<file path="config.mk">
export PLATFORM = sky130hd
export DESIGN_NAME = memory_access_stage_flat
export DESIGN_NICKNAME = d
export VERILOG_FILES = /design/src/rtl/memory_access_stage_if.sv /design/src/rtl/memory_access_stage.sv /design/src/flat_wrapper.sv
export SDC_FILE = /design/constraint.sdc
export NUM_CORES = 1
export LEC_CHECK = 0
export BUFFER_PORTS_ARGS = -buffer_cell sky130_fd_sc_hd__buf_2
export CAP_MARGIN = 10
export CORE_MARGIN = 2
export CORE_UTILIZATION = 30
export DETAILED_ROUTE_END_ITERATION = 8
export SYNTH_ARGS = -nofsm -noshare
export SYNTH_HDL_FRONTEND = slang
export SYNTH_SLANG_ARGS = --single-unit
</file>
<file path="constraint.sdc">
create_clock -name clk -period 17.2 [get_ports clk]
set_input_delay 2.58 -clock clk [delete_from_list [all_inputs] [get_ports clk]]
set_output_delay 2.58 -clock clk [all_outputs]
set_load 0.01 [all_outputs]
</file>
<file path="src/rtl/memory_access_stage_if.sv">
// Data-memory request/acknowledge bus between the DLX MEM stage (master) and data memory (slave).
interface memory_access_stage_if #(
  parameter int DATA_WIDTH = 32
);
  logic                  dmem_req_out;
  logic                  dmem_we_out;
  logic [DATA_WIDTH-1:0] dmem_addr_out;
  logic [DATA_WIDTH-1:0] dmem_wdata_out;
  logic [DATA_WIDTH-1:0] dmem_rdata_in;
  logic                  dmem_ack_in;

  modport master (
    output dmem_req_out, dmem_we_out, dmem_addr_out, dmem_wdata_out,
    input  dmem_rdata_in, dmem_ack_in
  );

  modport slave (
    input  dmem_req_out, dmem_we_out, dmem_addr_out, dmem_wdata_out,
    output dmem_rdata_in, dmem_ack_in
  );
endinterface

</file>
<file path="src/rtl/memory_access_stage.sv">
// DLX MEM stage: data-memory access FSM, branch/jump redirect and MEM/WB boundary registers.
// Optional access timeout with sticky error flag: define MEM_ACCESS_TIMEOUT_EN.
module memory_access_stage #(
  parameter int DATA_WIDTH       = 32,
  parameter int PC_WIDTH         = 32,
  parameter int W_REG_ADDR_WIDTH = 5,
  parameter int TIMEOUT_CYCLES   = 16
) (
  input  logic                        clk,
  input  logic                        rst,
  input  logic                        valid_in,
  input  logic [DATA_WIDTH-1:0]       alu_data_in,
  input  logic [DATA_WIDTH-1:0]       alu_b_data_in,
  input  logic                        mem_data_wr_en_in,
  input  logic                        write_back_mux_sel_in,
  input  logic                        w_reg_wr_en_in,
  input  logic [W_REG_ADDR_WIDTH-1:0] w_reg_addr_in,
  input  logic                        branch_inst_in,
  input  logic                        alu_zero_in,
  input  logic                        jmp_inst_in,
  input  logic [PC_WIDTH-1:0]         new_pc_in,
  output logic                        stall_out,
  output logic                        pc_src_out,
  output logic [PC_WIDTH-1:0]         new_pc_out,
  memory_access_stage_if.master       dmem,
  output logic                        dmem_err_out,
  output logic                        wb_valid_out,
  output logic [DATA_WIDTH-1:0]       mem_data_out,
  output logic [DATA_WIDTH-1:0]       alu_data_out,
  output logic                        write_back_mux_sel_out,
  output logic                        w_reg_wr_en_out,
  output logic [W_REG_ADDR_WIDTH-1:0] w_reg_addr_out
);

  typedef enum logic {IDLE, ACCESS} state_t;

  state_t state, next_state;
  logic   accept, mem_op, finish, timeout;

  // Write-back fields of the outstanding load/store, released when the access ends.
  logic                        sel_p0;
  logic                        wr_en_p0;
  logic [W_REG_ADDR_WIDTH-1:0] waddr_p0;

  assign accept    = (state == IDLE) && valid_in;
  assign mem_op    = mem_data_wr_en_in | write_back_mux_sel_in;
  assign stall_out = (state == ACCESS);

`ifdef MEM_ACCESS_TIMEOUT_EN
  localparam int CNT_W = $clog2(TIMEOUT_CYCLES + 1);
  logic [CNT_W-1:0] cnt;
  logic             err;

  always_ff @(posedge clk or posedge rst) begin
    if (rst) begin
      cnt <= '0;
      err <= 1'b0;
    end else begin
      cnt <= (state == ACCESS) ? cnt + 1'b1 : '0;
      if (timeout) err <= 1'b1;
    end
  end

  // An ack arriving in the last allowed cycle still completes normally.
  assign timeout      = (state == ACCESS) && !dmem.dmem_ack_in &&
                        (cnt == CNT_W'(TIMEOUT_CYCLES - 1));
  assign dmem_err_out = err;
`else
  assign timeout      = 1'b0;
  assign dmem_err_out = (TIMEOUT_CYCLES < 0);
`endif

  always_ff @(posedge clk or posedge rst) begin
    if (rst) state <= IDLE;
    else     state <= next_state;
  end

  always_comb begin
    next_state = state;
    finish     = 1'b0;
    case (state)
      IDLE: begin
        if (accept && mem_op) next_state = ACCESS;
      end
      ACCESS: begin
        if (dmem.dmem_ack_in || timeout) begin
          finish     = 1'b1;
          next_state = IDLE;
        end
      end
      default: next_state = IDLE;
    endcase
  end

  always_ff @(posedge clk) begin
    if (accept) begin
      sel_p0   <= write_back_mux_sel_in & ~mem_data_wr_en_in;
      wr_en_p0 <= w_reg_wr_en_in & ~mem_data_wr_en_in;
      waddr_p0 <= w_reg_addr_in;
    end
  end

  // Stage boundary: EX outputs -> memory bus and MEM/WB registers.
  always_ff @(posedge clk or posedge rst) begin
    if (rst) begin
      pc_src_out             <= 1'b0;
      new_pc_out             <= '0;
      dmem.dmem_req_out      <= 1'b0;
      dmem.dmem_we_out       <= 1'b0;
      dmem.dmem_addr_out     <= '0;
      dmem.dmem_wdata_out    <= '0;
      wb_valid_out           <= 1'b0;
      mem_data_out           <= '0;
      alu_data_out           <= '0;
      write_back_mux_sel_out <= 1'b0;
      w_reg_wr_en_out        <= 1'b0;
      w_reg_addr_out         <= '0;
    end else begin
      pc_src_out   <= 1'b0;
      wb_valid_out <= 1'b0;
      if (accept) begin
        pc_src_out <= jmp_inst_in | (branch_inst_in & alu_zero_in);
        new_pc_out <= new_pc_in;
        if (mem_op) begin
          dmem.dmem_req_out   <= 1'b1;
          dmem.dmem_we_out    <= mem_data_wr_en_in;
          dmem.dmem_addr_out  <= alu_data_in;
          dmem.dmem_wdata_out <= alu_b_data_in;
        end else begin
          wb_valid_out           <= 1'b1;
          alu_data_out           <= alu_data_in;
          write_back_mux_sel_out <= 1'b0;
          w_reg_wr_en_out        <= w_reg_wr_en_in;
          w_reg_addr_out         <= w_reg_addr_in;
        end
      end
      if (finish) begin
        dmem.dmem_req_out      <= 1'b0;
        wb_valid_out           <= 1'b1;
        alu_data_out           <= dmem.dmem_addr_out;
        write_back_mux_sel_out <= sel_p0;
        w_reg_wr_en_out        <= wr_en_p0 & ~timeout;
        w_reg_addr_out         <= waddr_p0;
        if (dmem.dmem_ack_in && !dmem.dmem_we_out) mem_data_out <= dmem.dmem_rdata_in;
      end
    end
  end

endmodule
</file>
<file path="src/flat_wrapper.sv">
// flat-port wrapper written by rule: the top's interface ports become plain ports
module memory_access_stage_flat 
#(
  parameter int DATA_WIDTH       = 32,
  parameter int PC_WIDTH         = 32,
  parameter int W_REG_ADDR_WIDTH = 5,
  parameter int TIMEOUT_CYCLES   = 16
)
  (clk, rst, valid_in, alu_data_in, alu_b_data_in, mem_data_wr_en_in, write_back_mux_sel_in, w_reg_wr_en_in, w_reg_addr_in, branch_inst_in, alu_zero_in, jmp_inst_in, new_pc_in, stall_out, pc_src_out, new_pc_out, dmem_err_out, wb_valid_out, mem_data_out, alu_data_out, write_back_mux_sel_out, w_reg_wr_en_out, w_reg_addr_out, dmem_dmem_req_out, dmem_dmem_we_out, dmem_dmem_addr_out, dmem_dmem_wdata_out, dmem_dmem_rdata_in, dmem_dmem_ack_in);
  memory_access_stage_if #(.DATA_WIDTH(DATA_WIDTH)) dmem_i ();
  input  logic clk;
  input  logic rst;
  input  logic valid_in;
  input  logic [DATA_WIDTH-1:0] alu_data_in;
  input  logic [DATA_WIDTH-1:0] alu_b_data_in;
  input  logic mem_data_wr_en_in;
  input  logic write_back_mux_sel_in;
  input  logic w_reg_wr_en_in;
  input  logic [W_REG_ADDR_WIDTH-1:0] w_reg_addr_in;
  input  logic branch_inst_in;
  input  logic alu_zero_in;
  input  logic jmp_inst_in;
  input  logic [PC_WIDTH-1:0] new_pc_in;
  output logic stall_out;
  output logic pc_src_out;
  output logic [PC_WIDTH-1:0] new_pc_out;
  output logic dmem_err_out;
  output logic wb_valid_out;
  output logic [DATA_WIDTH-1:0] mem_data_out;
  output logic [DATA_WIDTH-1:0] alu_data_out;
  output logic write_back_mux_sel_out;
  output logic w_reg_wr_en_out;
  output logic [W_REG_ADDR_WIDTH-1:0] w_reg_addr_out;
  output wire logic [$bits(dmem_i.dmem_req_out)-1:0] dmem_dmem_req_out;
  output wire logic [$bits(dmem_i.dmem_we_out)-1:0] dmem_dmem_we_out;
  output wire logic [$bits(dmem_i.dmem_addr_out)-1:0] dmem_dmem_addr_out;
  output wire logic [$bits(dmem_i.dmem_wdata_out)-1:0] dmem_dmem_wdata_out;
  input wire logic [$bits(dmem_i.dmem_rdata_in)-1:0] dmem_dmem_rdata_in;
  input wire logic [$bits(dmem_i.dmem_ack_in)-1:0] dmem_dmem_ack_in;
  assign dmem_dmem_req_out = dmem_i.dmem_req_out;
  assign dmem_dmem_we_out = dmem_i.dmem_we_out;
  assign dmem_dmem_addr_out = dmem_i.dmem_addr_out;
  assign dmem_dmem_wdata_out = dmem_i.dmem_wdata_out;
  assign dmem_i.dmem_rdata_in = dmem_dmem_rdata_in;
  assign dmem_i.dmem_ack_in = dmem_dmem_ack_in;
  memory_access_stage #(.DATA_WIDTH(DATA_WIDTH), .PC_WIDTH(PC_WIDTH), .W_REG_ADDR_WIDTH(W_REG_ADDR_WIDTH), .TIMEOUT_CYCLES(TIMEOUT_CYCLES)) u_core (.clk(clk), .rst(rst), .valid_in(valid_in), .alu_data_in(alu_data_in), .alu_b_data_in(alu_b_data_in), .mem_data_wr_en_in(mem_data_wr_en_in), .write_back_mux_sel_in(write_back_mux_sel_in), .w_reg_wr_en_in(w_reg_wr_en_in), .w_reg_addr_in(w_reg_addr_in), .branch_inst_in(branch_inst_in), .alu_zero_in(alu_zero_in), .jmp_inst_in(jmp_inst_in), .new_pc_in(new_pc_in), .stall_out(stall_out), .pc_src_out(pc_src_out), .new_pc_out(new_pc_out), .dmem(dmem_i), .dmem_err_out(dmem_err_out), .wb_valid_out(wb_valid_out), .mem_data_out(mem_data_out), .alu_data_out(alu_data_out), .write_back_mux_sel_out(write_back_mux_sel_out), .w_reg_wr_en_out(w_reg_wr_en_out), .w_reg_addr_out(w_reg_addr_out));
endmodule
</file>
* After elaboration in Yosys (flattened, before gate mapping)
Cells that the tools add are included.
** Storage, ports and cells
- Bits of input ports :: 143
- Output and inout bits :: 173
- Word-level logic and storage cells :: 58
- Flip-flop bits (word level) :: 179
** Cells by class
- Bitwise operators :: 7
- Reductions and logical operators :: 10
- Multiplexer cells :: 24
- Eq/ne operators :: 1
** Operators by type and width (count)
- 32-bit two-way mux :: 3
- 1-bit two-way mux :: 17
- 5-bit two-way mux :: 3
- 2-bit AND reduction :: 4
- 2-bit nonzero test :: 2
- 1-bit bitwise AND :: 3
- 1-bit logical AND :: 3
- 2-bit != test (second input constant) :: 1
- 1-bit inverter :: 2
- 1-bit bitwise OR :: 2
- 1-bit one-hot mux with 2 select lines :: 1
- 1-bit zero test :: 1

* Depth between registers and ports, before layout
Gate-level depths: netlist of the first run.
- Depth in word-level cells :: 5
- Gate-level depth with buffers :: 6
- Depth with buffers taken out :: 4

* Worst setup path after synthesis of the first run
Ideal clock, no wire load.
- Path type :: input port to flip-flop
- Start :: in dmem_dmem_ack_in
- End :: reg u_core.alu_data_out[16]
- Data required time :: 17073 ps
- Arrival :: 3630 ps
- Buffers on the path :: 1
- Setup time :: 127 ps
- Path slack :: 13442 ps
- Stages :: 4
- Path through :: nand2_2 > clkbuf_1 > mux2_2 > mux2_1
** Between the ends
- Word-level cells in the longest chain between the ends :: 4
- Elaborated cells between the ends (all ways) :: 6
- Those cells by class :: 1 x eq/ne; 3 x mux; 2 x reduce/logical
** RTL lines
- from (decl) :: line flat_wrapper.sv:39 : input wire logic [$bits(dmem_i.dmem_ack_in)-1:0] dmem_dmem_ack_in;
- 1-bit two-way mux (*) :: line memory_access_stage.sv:86 : if (dmem.dmem_ack_in || timeout) begin
- 1-bit two-way mux (*) :: line memory_access_stage.sv:81 : case (state)
- 2-bit != test (no line) or 2-bit nonzero test (tied branches)
- 2-bit AND reduction (no line)
- to (signal assigned) :: line memory_access_stage.sv:131 : alu_data_out <= alu_data_in;
- to (signal assigned) :: line memory_access_stage.sv:140 : alu_data_out <= dmem.dmem_addr_out;
- to (decl) :: line memory_access_stage.sv:29 : output logic [DATA_WIDTH-1:0] alu_data_out,
Every way passes the cells marked *; elsewhere a longest branch is shown, timed or not.
A chain may end at the register's enable or synchronous reset.

* Worst setup path in the final report of the first run
- Start :: in valid_in
- End :: reg u_core.alu_data_out[1]
** Between the ends
- Word-level cells in the longest chain between the ends :: 3
** RTL lines
- from (decl) :: line flat_wrapper.sv:13 : input logic valid_in;
- 1-bit logical AND :: line memory_access_stage.sv:45 : assign accept = (state == IDLE) && valid_in;
- 2-bit nonzero test (no line)
- 2-bit AND reduction (no line)
Every way passes these cells.

==> results of run 1 <==
## per-stage QoR
stage          hold WS [ns]  std cells  area, um2  util, %
2_1_floorplan        0.4827        494       7141        -
3_3_place_gp         0.4551       1108       8971    38.33
3_5_place_dp         0.4585       1108       8971    38.33
4_1_cts              0.4770       1140       9520    40.68
5_1_grt              0.5036       1140       9520    40.68
6_report             0.4723       1140       9520    40.68
## report_power, final
part	switching [mW]	internal [mW]	total [mW]
Clock	0.179	0.190	0.370
Combinational	0.185	0.186	0.372
Sequential	0.0606	0.542	0.603
## kinds of logic (layout without fill, tap and decap cells)
| logic type | count (synthesis) | in the layout |
|---|---|---|
| and+or+nand+nor | 106 | 106 |
| DFF | 179 | 179 |
| buffers and inverters | 30 | 357 |
| muxes | 172 | 172 |
| other | 1 | 1 |
| AOI/OAI and AO/OA | 6 | 6 |
## cells in the mapped netlist
master      n  area [um2]
dfrtp_1   172        4304
mux2_2    142        1599
nand2_1    98       367.9
mux2_1     30       337.8
buf_6       9       101.4
buf_4       8       60.06
clkbuf_1    7       26.28
edfxtp_1    7       210.2
inv_1       3       11.26
nor2_1      2       7.510
nor2b_1     2       12.51
o21ai_0     2       10.01
a21boi_4    1       18.77
a21oi_1     1       5.000
a22o_1      1       8.760
a32o_1      1       10.01
buf_2       1       5.000
clkbuf_2    1       5.000
conb_1      1       3.750
inv_4       1       6.260
nand2_2     1       6.260
nand2b_1    1       6.260
nor2_4      1       11.26
or2_1       1       6.260
## metal layers
metal  wire length (um)  vias up  share of wire [%]  global-route usage [%]
li1                   -     2304                  -                       -
met1               7535     2457                 43                   17.43
met2               8515      182                 48                   22.59
met3               1406        9                8.0                   4.818
met4                150        0               0.85                   3.904
met5                  0        -                  0                       0
## registers in the layout, indices dropped and copies added, names as in the netlist
signal                         cells
u_core.pc_src_out                  1
u_core.w_reg_addr_out              5
u_core.alu_data_out               32
u_core.stall_out                   1
u_core.wr_en_p0                    1
u_core.write_back_mux_sel_out      1
u_core.sel_p0                      1
u_core.dmem.dmem_wdata_out        32
u_core.dmem.dmem_addr_out         32
u_core.dmem.dmem_we_out            1
u_core.waddr_p0                    5
u_core.wb_valid_out                1
u_core.w_reg_wr_en_out             1
u_core.new_pc_out                 32
u_core.mem_data_out               32
u_core.dmem.dmem_req_out           1
## worst max path at each step
stage	slack, ns	cells after the start	endpoint
floorplan	9.96	1	u_core.alu_data_out[0]
global placement	11.93	7	u_core.alu_data_out[1]
detailed placement	11.86	7	u_core.alu_data_out[1]
CTS	12.31	7	u_core.alu_data_out[1]
global route	12.13	7	u_core.alu_data_out[3]
finish	12.38	7	u_core.alu_data_out[1]
## cell type report
class / count / area, um2 / area share, %
Inverter: 4 / 22.52 / 0.2366
Clock buffer: 18 / 429.2 / 4.508
Timing Repair Buffer: 321 / 1624 / 17.06
Clock inverter: 14 / 120.1 / 1.262
Sequential cell: 179 / 4514 / 47.42
Multi-Input combinational cell: 285 / 2411 / 25.33
Tap cell: 319 / 399.1 / 4.192
## worst max-delay path: cells and delay by family
family,cells,cell delay (ns)
buffers and inverters,4,1.26
multiplexers,1,0.39
AND/OR/NAND/NOR,1,0.35
AO/OA/AOI/OAI,1,0.51
==> reports/metrics.yaml, run 1 <==
clkTransAtPathRegs_ns: 0.08
yosys.area_share.adder_pct: 0
layout_commonest_cell: "buf_2"
timing.rr.end: "u_core.alu_data_out[1]"
grt_pass1_wl_um: 26540
tightestPinTransition_ns: 0.8681
cp_cell_sequence: "buf_2 > nand2b_1 > buf_4 > inv_4 > a21boi_4 > buf_4 > mux2_2"
core_um2: 23400
htreeDepth: 4
post_cts_buffers: 0
cts_tree: "yes"
crit_fanout: 42
viasPerCell: 4.344
syn-num-nets: 637
critPathCaptureType: "flip-flop"
hp-class: "reg2reg"
synthMuxAreaShare_pct: 27.12
start_kind: "primary input"
setup_violations: 0
syn_area_per_cell_um2: 14.45
fp-row-count: 56
die_w_um: 158.3
dieArea_um2: 25050
post_cts_resized: 0
min_period_ns: 4.822
ys_ff_latch: 179
cts_hold_buffers: 0
grt_max_degree: 64
layout.nets: 951
final_cell_mix: "buf_2 (314), dfrtp_1 (172), mux2_2 (142), nand2_1 (98), mux2_1 (30)"
hold_viol: 0
slew_headroom_pct: 41.99
synth_compound_area_share_pct: 0.7359
path_class: "in2reg"
maxCapViolations: 0
cp.arrival_ns: 5.12
nFillCells: 2341
globalRouteTotalUtil_pct: 13.83
antenna_found_initial: 0
clock.fmax_mhz: 207.4
die_h_um: 158.3
clock_skew_ns: 0.01257
insertedDiodeCount: 0
syn_inst: 494
synthDistinctLibCells: 24
drc: 0
numCtsBuffers: 17
ys_seq_area_share_pct: 63.22
first_pass_iters: 6
ir_drop_mv: 0.04853
initial_core_util_pct: 30.51
min_to: "u_core.new_pc_out[12]"
pre_cts_slack_ns: 11.86
crit_slowest_cell: "a21boi_4"
setup_ws_ns: 12.38
drive_gt1_share_pct: 60.78
hold_depth: 2
run_status: "finished, final reports clean"
wl_um: 17610
hp-start: "u_core.new_pc_out[12]"
power_density_nw_per_um2: 141.2
finalCritPeriodShare_pct: 28.04
io_pins: 316
cp_data_required_time_ns: 17.49
rsz0062_at_grt: "false"
dp_hpwl_um: 12620
synthToLayoutAreaGrowth_pct: 33.33
power_mw: 1.344
ys_warn_count: 0
via_count: 4952
cp_slowest_stage_delay_ns: 0.51
r2r_cells: 6
globalplace.congestion: 0.7429
synth-xor-area-share_pct: 0
wire_per_inst_um: 15.44
antenna_left: 0
cp_common_cell: "buf_4"
port_buffers: 314
startpoint: "valid_in"
grt_pass1_vias: 4903
clock-sinks: 179
rrSetupSlack_ns: 14.09
synthSimpleGateAreaFrac_pct: 5.852
cts_root_buffer: "clkbuf_16"
power_leakage_nw: 4.710
insertion_delay_ns: 0.42
synth_top_family_by_area: "multiplexers"
tns_ns: 0
drv_slew: 0
netlist_area_um2: 7141
initialDrtViolationCount: 139
grt-ovfl-total: 0
timing.rr.start: "u_core.stall_out"
cts.path.max_buffers: 2
Power figures use the tool's default switching activity.
==> inputs of run 2 (changes only) <==
--- a/config.mk
+++ b/config.mk
@@ -5,6 +5,7 @@
 export SDC_FILE = /design/constraint.sdc
 export NUM_CORES = 1
 export LEC_CHECK = 0
+export ABC_AREA = 1
 export BUFFER_PORTS_ARGS = -buffer_cell sky130_fd_sc_hd__buf_2
 export CAP_MARGIN = 10
 export CORE_MARGIN = 2
==> constraint.sdc (replaced) <==
create_clock -name clk -period 4.7 [get_ports clk]
set_input_delay 0.705 -clock clk [delete_from_list [all_inputs] [get_ports clk]]
set_output_delay 0.705 -clock clk [all_outputs]
set_load 0.01 [all_outputs]
==> run 2 against run 1 <==
Compared with the run above:
- count of clock-buffer cells in the layout unchanged
- utilization fell by 0.77 points
- hold slack worse by 0.024 ns
- critical endpoint is now u_core.alu_data_out[8]
- clock skew up 0.00083 ns
- sequential cell count stayed put
- sequential share of layout area fell by 2.1 points
==> reports/metrics.yaml, run 2 <==
tightestPinTransition_ns: 1.058
layout_commonest_cell: "nand2_1"
crit_fanout: 42
synthDistinctLibCells: 18
r2r_cells: 6
path_class: "reg2reg"
drv_slew: 0
pre_cts_slack_ns: 1.453
die_h_um: 162.9
antenna_found_initial: 1
hold_depth: 2
syn_inst: 889
ys_ff_latch: 179
critPathCaptureType: "flip-flop"
highest_layer: "met4"
run_status: "finished, final reports clean"
cp.arrival_ns: 3.34
viasPerCell: 4.652
first_pass_iters: 5
globalRouteTotalUtil_pct: 17.77
wl_met2_um: 11210
drive_gt1_share_pct: 30.99
wl_um: 23720
post_cts_resized: 0
ys_warn_count: 0
grt-ovfl-total: 0
power_density_nw_per_um2: 507.7
min_period_ns: 3.040
power_leakage_nw: 5.743
cts_root_buffer: "clkbuf_16"
start_kind: "flip-flop"
cts_hold_buffers: 0
dieArea_um2: 26530
clock.fmax_mhz: 329.0
dr_wl_met3_um: 1938
tns_ns: 0
ys_seq_area_share_pct: 59.62
grt_pass1_wl_um: 37040
yosys-top-cells-area: "dfrtp_1 (57%), nand2_1 (20%), nand3_1 (14%)"
via_count: 7034
initial_core_util_pct: 30.33
synth_edf_count: 7
ir_drop_mv: 0.2205
finalCritPeriodShare_pct: 64.68
grt_max_degree: 81
initialDrtViolationCount: 570
synth_top_area_share_pct: 56.84
drc: 0
synth-main-ff-cell: "dfrtp_1"
async_flop_share_pct: 96.09
rrSetupSlack_ns: 1.66
timing.rr.end: "u_core.alu_data_out[8]"
startpoint: "u_core.stall_out"
numCtsBuffers: 17
port_buffers: 314
setup_violations: 0
final_cell_mix: "nand2_1 (412), buf_2 (314), nand3_1 (211), dfrtp_1 (171), clkbuf_16 (17)"
synth_top_area_cell: "dfrtp_1"
fp-row-count: 58
synthToLayoutAreaGrowth_pct: 31.58
rsz0062_at_grt: "false"
cts_tree: "yes"
core_um2: 24960
clkTransAtPathRegs_ns: 0.07
grt_pass1_vias: 6855
antenna_left: 0
die_w_um: 162.9
slew_headroom_pct: 29.29
syn_area_per_cell_um2: 8.518
syn-num-nets: 1032
hold_viol: 0
met1_length_um: 10120
cts.path.max_buffers: 2
dp_hpwl_um: 15560
wire_per_inst_um: 15.68
insertion_delay_ns: 0.43
min_to: "u_core.write_back_mux_sel_out"
timing.rr.start: "u_core.stall_out"
htreeDepth: 4
post_cts_buffers: 0
hp-start: "u_core.sel_p0"
netlist_area_um2: 7572
nFillCells: 2600
globalplace.congestion: 0.8324
clock_skew_ns: 0.01340
yosys.cell_count.top_type: "nand2_1"
cp_data_required_time_ns: 5.00
clock-sinks: 179
io_pins: 316
synth_common_cells: "nand2_1 (413), nand3_1 (211), dfrtp_1 (172)"
setup_ws_ns: 1.660
layout.nets: 1311
maxCapViolations: 0
hp-class: "reg2reg"
## run 2: cell count changes after synthesis, moves of 5 or more
cell,previous run,this run
mux2_2,142,0
clkbuf_1,7,18
buf_2,1,32
nand3_1,0,211
buf_1,0,5
buf_6,9,4
mux2_1,30,0
nand2_1,98,413
## run 2: power breakdown
part | total (mW) | switching [mW] | leakage [nW] | internal (mW)
registers | 2.16 | 0.239 | 2.21 | 1.93
logic | 1.29 | 0.794 | 3.22 | 0.496
clock network | 1.60 | 0.652 | 0.308 | 0.953
## run 2: stage by stage
| step | util (%) | hold WS, ns | cells | cell area, um2 | total power [mW] |
|---|---|---|---|---|---|
| 2_1_floorplan | - | 0.4257 | 889 | 7576 | 2.868 |
| 3_3_place_gp | 37.29 | 0.4296 | 1479 | 9310 | 3.479 |
| 3_5_place_dp | 37.29 | 0.4364 | 1479 | 9310 | 3.503 |
| 4_1_cts | 39.90 | 0.4502 | 1511 | 9961 | 5.129 |
| 5_1_grt | 39.90 | 0.4514 | 1511 | 9961 | 5.385 |
| 6_report | 39.91 | 0.4487 | 1512 | 9963 | 5.059 |
## run 2: cell type report
cell class                      instances  area (um2)  share of cell area [%]
Clock buffer                           18       429.2                   4.307
Inverter                                8       33.78                  0.3391
Sequential cell                       179        4516                   45.32
Tap cell                              330       412.9                   4.144
Timing Repair Buffer                  326        1662                   16.68
Clock inverter                         14       221.5                   2.223
Multi-Input combinational cell        636        2686                   26.96
Antenna cell                            1       2.502                 0.02512
## run 2: worst max-delay path by stage
stage / end / slack (ns) / cells past startpoint
after floorplan: u_core.alu_data_out[0] / 1.80 / 1
after CTS: u_core.alu_data_out[8] / 1.60 / 6
after global routing: u_core.alu_data_out[15] / 1.36 / 6
final: u_core.alu_data_out[8] / 1.66 / 6
after global placement: u_core.mem_data_out[20] / 1.48 / 6
after detailed placement: u_core.mem_data_out[13] / 1.45 / 6
## run 2: critical path: stages (launching register included)
cell and delay [ns]:
dfrtp_2 1.00, inv_2 0.08, nand2_2 0.58, nand2_1 0.65, buf_4 0.43, nand3_1 0.11, nand2_1 0.06
## run 2: cell families (layout without fill, tap and decap cells)
kind of cell / Yosys count / count (layout) / synth area share [%]
buffers and inverters: 74 / 366 / 4.940
and+or+nand+nor: 632 / 632 / 35.19
other: 1 / 2 / 0.04952
AOI/OAI and AO/OA: 3 / 3 / 0.1982
DFF: 179 / 179 / 59.62
## run 2: per-layer routing
| metal | vias to the layer above | GRT usage, % |
|---|---|---|
| li1 | 3404 | - |
| met1 | 3335 | 23.29 |
| met2 | 274 | 28.87 |
| met3 | 21 | 4.609 |
| met4 | 0 | 5.430 |
| met5 | - | 0 |
